**src/rtl/hazard_ctrl_sb.sv**
```systemverilog
// Hazard control with forwarding, load-use stall, branch flush and a long-op scoreboard.
// Latency: forwarding and stall/flush are combinational; the scoreboard updates each edge.
// Optional feature macro HAZ_PERF_CNT_EN adds saturating stall/flush event counters.
module hazard_ctrl_sb #(
  parameter int REG_ADDR_W = 5,
  parameter int NUM_SB     = 4,
  parameter int LAT_W      = 4,
  localparam int CNT_W     = $clog2(NUM_SB + 1)
) (
  input  logic                  clk,
  input  logic                  rst,
  input  logic [REG_ADDR_W-1:0] rs1_d,
  input  logic [REG_ADDR_W-1:0] rs2_d,
  input  logic [REG_ADDR_W-1:0] rd_d,
  input  logic                  long_d,
  input  logic [REG_ADDR_W-1:0] rs1_e,
  input  logic [REG_ADDR_W-1:0] rs2_e,
  input  logic [REG_ADDR_W-1:0] rd_e,
  input  logic                  reg_write_e,
  input  logic                  result_src_e,
  input  logic                  pc_src_e,
  input  logic                  long_issue_e,
  input  logic [LAT_W-1:0]      long_lat_e,
  input  logic [REG_ADDR_W-1:0] rd_m,
  input  logic [REG_ADDR_W-1:0] rd_w,
  input  logic                  reg_write_m,
  input  logic                  reg_write_w,
  output logic [1:0]            forward_a_e,
  output logic [1:0]            forward_b_e,
  output logic                  stall_f,
  output logic                  stall_d,
  output logic                  flush_d,
  output logic                  flush_e,
  output logic                  long_wb_valid,
  output logic [REG_ADDR_W-1:0] long_wb_rd,
  output logic [CNT_W-1:0]      sb_count
`ifdef HAZ_PERF_CNT_EN
  ,
  output logic [31:0]           perf_stall_cnt,
  output logic [31:0]           perf_flush_cnt
`endif
);

  typedef struct packed {
    logic                  valid;
    logic [REG_ADDR_W-1:0] rd;
    logic [LAT_W-1:0]      cnt;
  } sb_entry_t;

  sb_entry_t             sb_q [NUM_SB];
  sb_entry_t             sb_d [NUM_SB];
  logic [CNT_W-1:0]      sb_count_q, sb_count_d;
  logic                  ret_found, alloc_found;
  logic [REG_ADDR_W-1:0] ret_rd;
  logic                  lw_stall, sb_stall, cap_stall, stall;
  logic [CNT_W:0]        occ;

  // Operand forwarding: M stage beats W stage; all forced to regfile in reset.
  always_comb begin
    forward_a_e = 2'b00;
    forward_b_e = 2'b00;
    if (rst) begin
      if (reg_write_m && rd_m != '0 && rd_m == rs1_e)      forward_a_e = 2'b10;
      else if (reg_write_w && rd_w != '0 && rd_w == rs1_e) forward_a_e = 2'b01;
      if (reg_write_m && rd_m != '0 && rd_m == rs2_e)      forward_b_e = 2'b10;
      else if (reg_write_w && rd_w != '0 && rd_w == rs2_e) forward_b_e = 2'b01;
    end
  end

  // Stall terms: load-use, RAW/WAW against pending long ops, scoreboard capacity.
  always_comb begin
    lw_stall = result_src_e && rd_e != '0 && (rd_e == rs1_d || rd_e == rs2_d);
    // An op issuing this cycle is not in the table yet, so check it directly.
    sb_stall = long_issue_e && rd_e != '0 &&
               (rd_e == rs1_d || rd_e == rs2_d || rd_e == rd_d);
    for (int i = 0; i < NUM_SB; i++) begin
      if (sb_q[i].valid && sb_q[i].rd != '0 &&
          (sb_q[i].rd == rs1_d || sb_q[i].rd == rs2_d || sb_q[i].rd == rd_d))
        sb_stall = 1'b1;
    end
    occ       = {1'b0, sb_count_q} + {{CNT_W{1'b0}}, long_issue_e};
    cap_stall = long_d && (occ >= (CNT_W+1)'(NUM_SB));
    stall     = lw_stall | sb_stall | cap_stall;
  end

  // Pipeline control: a taken branch overrides stall since decode holds a wrong-path instr.
  always_comb begin
    stall_f = rst && stall && !pc_src_e;
    stall_d = rst && stall && !pc_src_e;
    flush_d = rst && pc_src_e;
    flush_e = rst && (stall || pc_src_e);
  end

  // Scoreboard next state: countdown, single lowest-index retire, lowest free-slot allocate.
  always_comb begin
    sb_d        = sb_q;
    ret_found   = 1'b0;
    ret_rd      = '0;
    alloc_found = 1'b0;
    for (int i = 0; i < NUM_SB; i++) begin
      if (!ret_found && sb_q[i].valid && sb_q[i].cnt == LAT_W'(1)) begin
        ret_found = 1'b1;
        ret_rd    = sb_q[i].rd;
        sb_d[i]   = '0;
      end else if (sb_q[i].valid && sb_q[i].cnt > LAT_W'(1)) begin
        sb_d[i].cnt = sb_q[i].cnt - LAT_W'(1);
      end
    end
    // Allocation looks at start-of-cycle validity, so a slot retiring now is not reused.
    for (int i = 0; i < NUM_SB; i++) begin
      if (long_issue_e && !alloc_found && !sb_q[i].valid) begin
        alloc_found   = 1'b1;
        sb_d[i].valid = 1'b1;
        sb_d[i].rd    = rd_e;
        sb_d[i].cnt   = (long_lat_e == '0) ? LAT_W'(1) : long_lat_e;
      end
    end
    sb_count_d = sb_count_q + CNT_W'(alloc_found) - CNT_W'(ret_found);
  end

  // Writeback announce for the retiring entry.
  always_comb begin
    long_wb_valid = rst && ret_found;
    long_wb_rd    = rst ? ret_rd : '0;
    sb_count      = sb_count_q;
  end

  // Scoreboard state registers.
  always_ff @(posedge clk or negedge rst) begin
    if (!rst) begin
      for (int i = 0; i < NUM_SB; i++) sb_q[i] <= '0;
      sb_count_q <= '0;
    end else begin
      for (int i = 0; i < NUM_SB; i++) sb_q[i] <= sb_d[i];
      sb_count_q <= sb_count_d;
    end
  end

`ifdef HAZ_PERF_CNT_EN
  logic [31:0] perf_stall_q, perf_stall_d;
  logic [31:0] perf_flush_q, perf_flush_d;

  // Saturating event counters for decode stalls and execute flushes.
  always_comb begin
    perf_stall_d = perf_stall_q;
    perf_flush_d = perf_flush_q;
    if (stall_d && perf_stall_q != 32'hFFFF_FFFF) perf_stall_d = perf_stall_q + 32'd1;
    if (flush_e && perf_flush_q != 32'hFFFF_FFFF) perf_flush_d = perf_flush_q + 32'd1;
    perf_stall_cnt = perf_stall_q;
    perf_flush_cnt = perf_flush_q;
  end

  // Counter registers.
  always_ff @(posedge clk or negedge rst) begin
    if (!rst) begin
      perf_stall_q <= '0;
      perf_flush_q <= '0;
    end else begin
      perf_stall_q <= perf_stall_d;
      perf_flush_q <= perf_flush_d;
    end
  end
`endif

endmodule

```
**config.mk**
```make
export PLATFORM = sky130hd
export DESIGN_NAME = hazard_ctrl_sb
export DESIGN_NICKNAME = d
export VERILOG_FILES = /design/src/rtl/hazard_ctrl_sb.sv
export SDC_FILE = /design/constraint.sdc
export NUM_CORES = 1
export LEC_CHECK = 0
export BUFFER_PORTS_ARGS = -buffer_cell sky130_fd_sc_hd__clkbuf_2
export CELL_PAD_IN_SITES_DETAIL_PLACEMENT = 1
export CELL_PAD_IN_SITES_GLOBAL_PLACEMENT = 2
export CORE_MARGIN = 5
export CORE_UTILIZATION = 35
export CTS_CLUSTER_SIZE = 20
export DETAILED_ROUTE_END_ITERATION = 10
export PLACE_DENSITY = 0.83
export SETUP_SLACK_MARGIN = 0.3
export SYNTH_ARGS = -nofsm -noshare
export SYNTH_HDL_FRONTEND = slang
export SYNTH_SLANG_ARGS = --single-unit
export TNS_END_PERCENT = 30
```
**constraint.sdc**
```tcl
create_clock -name clk -period 6.85 [get_ports clk]
set_input_delay 1.37 -clock clk [delete_from_list [all_inputs] [get_ports clk]]
set_output_delay 1.37 -clock clk [all_outputs]
set_load 0.01 [all_outputs]
```
==> results of run 1 <==
## power by group
group / switching (mW) / leakage, nW / internal, mW / total (mW)
logic: 0.466 / 1.27 / 0.415 / 0.880
registers: 0.233 / 0.526 / 0.382 / 0.615
clock network: 0.0928 / 0.0513 / 0.107 / 0.200
## metal layers
metal | vias to the layer above | global-route usage (%) | wire [um]
met1 | 1790 | 24.2 | 5300
met4 | 0 | 6.02 | 289
met3 | 20 | 2.59 | 389
met2 | 69 | 33.8 | 6200
li1 | 1647 | - | -
met5 | - | 0 | 0
## critical path, delay by kind of cell
| family | cells | cell delay [ns] |
|---|---|---|
| AOI/OAI and AO/OA | 1 | 0.38 |
| buffers and inverters | 4 | 1.33 |
## logic make-up after synthesis
family	count (synthesis)	share of synthesized area, %
muxes	3	0.856
adders and majority gates	12	4.15
DFF	43	28.3
AOI/OAI and AO/OA	91	14.8
xor gates and xnor gates	101	23.3
buffers and inverters	70	7.84
and+or+nand+nor	156	20.7
## synth_stat cells, drive strengths merged (2+ instances only)
cell	n	area [um^2]
nand2	56	210
a22o	5	43.8
nand2b	4	25.0
o31ai	2	15.0
buf	20	109
dfrtp	43	1080
xnor2	47	412
a21oi	18	93.8
nor2b	4	25.0
a21o	2	15.0
nor2	19	73.8
o22ai	3	18.8
o211ai	4	30.0
a41oi	2	17.5
mux2	2	22.5
o21ai	36	180
a221o	5	50.1
nand3	24	120
a211oi	2	15.0
a22oi	2	15.0
xor2	54	473
nor4	7	65.1
ha	11	138
or4	9	67.6
inv	15	56.3
a31oi	8	50.1
clkbuf	34	129
nor3	21	105
and2	2	12.5
or2	2	12.5
## stage by stage
step	instances	total power [mW]	util (%)
after detailed placement	632	1.51	38.1
after global routing	639	1.85	39.1
after floorplan	476	1.27	-
after global placement	632	1.43	38.1
after CTS	639	1.71	39.1
final	639	1.69	39.1
## registers in the layout, summed over array words and instances (netlist names)
register	count
sb_count	3
sb_q	40
## worst paths after layout
check	from	to	slack, ns	depth (start not counted)
max	rst	stall_d	2.38	5
min	sb_q[30]	sb_q[30]	0.53	1
max reg2reg	sb_q[30]	sb_count[2]	4.27	10
min reg2reg	sb_q[30]	sb_q[30]	0.53	1
max in group asynchronous	rst	sb_q[21]	5.13	2
min in group asynchronous	rst	sb_q[31]	0.93	1
## final cells by class
type                       count  area share (%)
multi-input combinational    363            57.9
sequential                    43            25.6
tap                          140            4.17
clock buffer                   6            1.73
inverter                      16            1.43
timing repair buffer          70            8.46
clock inverter                 1           0.715
==> reports/results.ini, run 1 <==
[die]
core-area_um2 = 10700
die_h_um = 114
die_area_um2 = 13000
fp-row-count = 38
start_util_pct = 35.4
die_w_um = 114
ios = 70

[setup_path]
cp_common_cell = clkbuf_2
crit_required_ns = 5.48
path_class = input pin to output pin
crit_path_start_kind = input pin
crit_arrival_ns = 3.10
cp-end-kind = output pin
path_cells = clkbuf_2, buf_4, clkinv_1, a211oi_1, clkbuf_2
slowest_delay_ns = 0.50
path_max_fanout = 38
cpMaxStageDelayCell = buf_4

[synthesis]
syn-cell-area_um2 = 3800
yosys_register_bits = 43
ys_async_sr_fraction_pct = 100
syn_avg_cell_area_um2 = 7.98
ys_seq_area_share_pct = 28.3
yosys.cell_types.count = 52
yosysWarnings = 0
yosys_most_used_dff = dfrtp_1
synth_nets = 541
synth_edf_count = 0
syn_inst = 476

[pwr]
ir_drop_uv = 147
p_leak_nw = 1.85
p_per_area_nw_per_um2 = 403

[clock_tree]
clkTransAtPathRegs_ns = 0.08
cts_inserted_buffers = 5
hold_buffers = 0
cts_resized = 0
cts_tree = built
insertion_delay_ns = 0.30
ctsHtreeMaxLevel = 2
cts_root_buf = clkbuf_8
clock_sinks = 43
cts_setup_buffers = 0
clockBufferDepth = 2

[timing]
fin_skew_ns = 0.00445
finalWorstSetupSlack_ns = 2.38
max_freq_mhz = 224
final_hold_viol_count = 0
finalCritPeriodShare_pct = 65.2
slew_viol_final = 0
period_needed_ns = 4.47
hold_ws_ns = 0.532
setup_viol = 0
finalSetupTns_ns = 0
worst_pin_slew_ns = 0.657
rsz0062_at_grt = false
maxSlewHeadroom_pct = 55.9

[placement]
gp_congestion = 0.826
port_buffers = 68
dp_hpwl_um = 9330
placed_area_um2 = 4100
place_ws_ns = 2.32

[detailed_routing]
vias = 3526
avgViaCountPerCell = 5.52
wl_per_cell_um = 19.1
firstDrtPassIters = 4
drc = 0
postRouteAntennaNets = 0
drtIter0Drc = 152
totalWireLength_um = 12200

[global_route]
grt_pass1_vias = 3794
grt_pass1_wl_um = 19900
grt-ovfl-total = 0
grtUsageTotal_pct = 19.2
antenna_found_initial = 0
grt_max_degree = 39

[final_layout]
nets = 564
post-route-cell-area_um2 = 4200
antennaDiodeCount = 0
final_common_cell = clkbuf_2
syn_to_final_growth_pct = 10.6
regArea_um2 = 1080
fill_cells = 1344
drive_gt1_share_pct = 17.2
final_cell_mix = 68 x clkbuf_2, 56 x nand2_1, 54 x xor2_1, 47 x xnor2_1, 43 x dfrtp_1
multi_input_area_um2 = 2430

[run]
cap_violations = 0

[hold_path]
hold_class = register to register

[outcome]
outcome = complete, no violations

Note: power is estimated with default switching activity, not from simulation.
==> inputs of run 2 (changes only) <==
--- a/config.mk
+++ b/config.mk
@@ -9,10 +9,10 @@
 export CELL_PAD_IN_SITES_DETAIL_PLACEMENT = 1
 export CELL_PAD_IN_SITES_GLOBAL_PLACEMENT = 2
 export CORE_MARGIN = 5
-export CORE_UTILIZATION = 35
+export CORE_UTILIZATION = 33
 export CTS_CLUSTER_SIZE = 20
 export DETAILED_ROUTE_END_ITERATION = 10
-export PLACE_DENSITY = 0.83
+export PLACE_DENSITY = 0.79
 export SETUP_SLACK_MARGIN = 0.3
 export SYNTH_ARGS = -nofsm -noshare
 export SYNTH_HDL_FRONTEND = slang
==> constraint.sdc (replaced) <==
create_clock -name clk -period 4.15 [get_ports clk]
set_input_delay 0.83 -clock clk [delete_from_list [all_inputs] [get_ports clk]]
set_output_delay 0.83 -clock clk [all_outputs]
set_load 0.01 [all_outputs]
==> run 2 against run 1 <==
Clock power rose by 130%. Clock skew rose by 0.0012 ns. First-iteration DRC count fell by 26%. Via count decreased by 2.9%. Global-route usage decreased by 2.3 points. Non-clock buffer count rose by 1. Critical endpoint unchanged. Sequential share of layout area shrank 0.46 points.
==> reports/results.ini, run 2 (synthesis gave the netlist of run 1 again) <==
[outcome]
outcome = complete, no violations  ; unchanged

[pwr]
clkPwrFrac_pct = 15.7  ; was 11.8%
internal-power_mw = 1.60  ; was 903 uW
switching_power_mw = 1.29  ; was 791 uW
power_mw = 2.89  ; was 1.69 mW
power_frac_seq_pct = 34.5  ; was 36.3%
p_sw_share_pct = 44.6  ; was 46.7%
p_per_area_nw_per_um2 = 675  ; was 403 nW/um^2
power.share.combinational_pct = 49.8  ; was 51.9%
ir_drop_uv = 239  ; was 147 uV
p_leak_nw = 1.89  ; was 1.85 nW

[setup_path]
crit_path_end = stall_d  ; unchanged
reg2reg_from = sb_q[30]  ; unchanged
r2r-end = sb_count[2]  ; unchanged
worstSetupStartpoint = rd_d[2]  ; was rst
cpMaxStageDelayCell = a211oi_1  ; was buf_4
ff2ff_path_depth = 10  ; unchanged
path_class = input pin to output pin  ; unchanged
reg2reg_slack_ns = 1.56  ; was 4.27 ns
slowest_delay_ns = 0.33  ; was 0.50 ns
cp.depth = 8  ; was 5
path_max_fanout = 5  ; was 38
crit_required_ns = 3.32  ; was 5.48 ns
path_cells = clkbuf_2, xor2_1, nor3_1, nand3_1, a31oi_1, nor4_2, a211oi_1, clkbuf_2  ; was clkbuf_2, buf_4, clkinv_1, a211oi_1, clkbuf_2
cp-end-kind = output pin  ; unchanged
crit_arrival_ns = 2.42  ; was 3.10 ns
crit_path_start_kind = input pin  ; unchanged
cp_common_cell = clkbuf_2  ; unchanged
crit_family = compound AO/OA/AOI/OAI gates  ; was buffers and inverters
cp_num_buf_inv = 2  ; was 4

[detailed_routing]
vias = 3425  ; was 3526
avgViaCountPerCell = 5.32  ; was 5.52
wl_per_cell_um = 18.3  ; was 19.1 um
totalWireLength_um = 11800  ; was 12200 um
firstDrtPassIters = 4  ; unchanged
postRouteAntennaNets = 0  ; unchanged
drc = 0  ; unchanged
drtIter0Drc = 112  ; was 152

[final_layout]
drive_gt1_share_pct = 17.8  ; was 17.2%
fill_cells = 1381  ; was 1344
antennaDiodeCount = 0  ; unchanged
top_register = sb_q  ; unchanged
final_common_cell = clkbuf_2  ; unchanged
post-route-cell-area_um2 = 4280  ; was 4200 um^2
nets = 565  ; was 564
fin_cells = 644  ; was 639
largest_reg_flops = 40  ; unchanged
final_cell_mix = 68 x clkbuf_2, 56 x nand2_1, 54 x xor2_1, 47 x xnor2_1, 43 x dfrtp_1  ; unchanged
syn_to_final_growth_pct = 12.6  ; was 10.6%

[clock_tree]
cts_tree = built  ; unchanged
ctsHtreeMaxLevel = 2  ; unchanged
hold_buffers = 0  ; unchanged
cts_inserted_buffers = 5  ; unchanged
cts_root_buf = clkbuf_16  ; was clkbuf_8
insertion_delay_ns = 0.28  ; was 0.30 ns
clockBufferDepth = 2  ; unchanged
cts_setup_buffers = 0  ; unchanged
cts_resized = 0  ; unchanged
clock_sinks = 43  ; unchanged
clkTransAtPathRegs_ns = 0.06  ; was 0.08 ns

[placement]
placed_area_um2 = 4110  ; was 4100 um^2
gp_congestion = 0.843  ; was 0.826
place_ws_ns = 0.879  ; was 2.32 ns
dp_hpwl_um = 9080  ; was 9330 um
port_buffers = 68  ; unchanged
dp.cells = 636  ; was 632

[timing]
setup_viol = 0  ; unchanged
period_needed_ns = 3.25
finalCritPeriodShare_pct = 78.4
rsz0062_at_grt = false  ; unchanged
final_hold_viol_count = 0  ; unchanged
worst_pin_slew_ns = 0.600  ; was 0.657 ns
finalSetupTns_ns = 0  ; unchanged
slew_viol_final = 0  ; unchanged
max_freq_mhz = 307
fin_skew_ns = 0.00567  ; was 0.00445 ns
maxSlewHeadroom_pct = 60.0  ; was 55.9%
finalWorstSetupSlack_ns = 0.897  ; was 2.38 ns

[die]
die_area_um2 = 13800  ; was 13000 um^2
die_h_um = 117  ; was 114 um
die_w_um = 117  ; was 114 um
core-area_um2 = 11400  ; was 10700 um^2
start_util_pct = 33.4  ; was 35.4%
ios = 70  ; unchanged
fp-row-count = 39  ; was 38

[global_route]
antenna_found_initial = 0  ; unchanged
grt_max_degree = 46  ; was 39
grt-ovfl-total = 0  ; unchanged
grtUsageTotal_pct = 16.9  ; was 19.2%
grt_pass1_wl_um = 19200  ; was 19900 um
grt_pass1_vias = 3645  ; was 3794

[hold_path]
hold_class = register to register  ; unchanged
min_from = sb_q[30]  ; unchanged

[run]
cap_violations = 0  ; unchanged

==> run 2: cell types whose count changed in the layout (fill, tap and decap cells not counted), sizes merged <==
cell	previous run	this run
buf	2	3
clkbuf	74	73
clkinv	1	3
==> run 2: power groups by stage <==
stage / registers [mW] / clock network [mW] / logic [mW]
after floorplan: 0.745 / 0 / 1.34
after global placement: 0.989 / 0 / 1.38
after detailed placement: 1.00 / 0 / 1.46
after CTS: 0.994 / 0.464 / 1.46
after global routing: 1.04 / 0.479 / 1.63
final: 0.997 / 0.452 / 1.44
==> run 2: how the worst min path moves through the flow <==
stage | end | slack [ns] | depth (start not counted)
floorplan | sb_q[30] | 0.49 | 1
global route | sb_q[30] | 0.58 | 1
global placement | sb_q[30] | 0.52 | 1
detailed placement | sb_q[30] | 0.53 | 1
finish | sb_q[30] | 0.53 | 1
CTS | sb_q[30] | 0.53 | 1
==> run 2: per-layer routing <==
layer	vias up	routed length (um)	GRT usage, %
li1	1664	-	-
met1	1683	5340	21.4
met2	60	5870	29.3
met3	18	317	2.45
met4	0	266	5.66
met5	-	0	0
==> run 2: worst register-to-register path, stage by stage (launching register included) <==
cell      delay (ns)
dfrtp_1         0.41
ha_1            0.24
nor4bb_2        0.17
buf_4           0.19
nor3_1          0.33
nand2_1         0.10
ha_1            0.29
inv_1           0.04
ha_1            0.18
fa_1            0.39
xnor2_1         0.14
==> run 2: area by class of cell <==
class,count,area [um^2],share of cell area (%)
Multi-Input combinational cell,363,2430,56.8
Sequential cell,43,1080,25.1
Timing Repair Buffer,71,363,8.48
Tap cell,143,179,4.18
Clock buffer,5,125,2.92
Inverter,16,60.1,1.40
Clock inverter,3,43.8,1.02
==> run 2: per-stage QoR <==
stage / utilization (%) / hold slack (ns)
2_1_floorplan: - / 0.487
5_1_grt: 37.6 / 0.578
3_5_place_dp: 36.2 / 0.526
3_3_place_gp: 36.2 / 0.517
4_1_cts: 37.6 / 0.535
6_report: 37.6 / 0.534
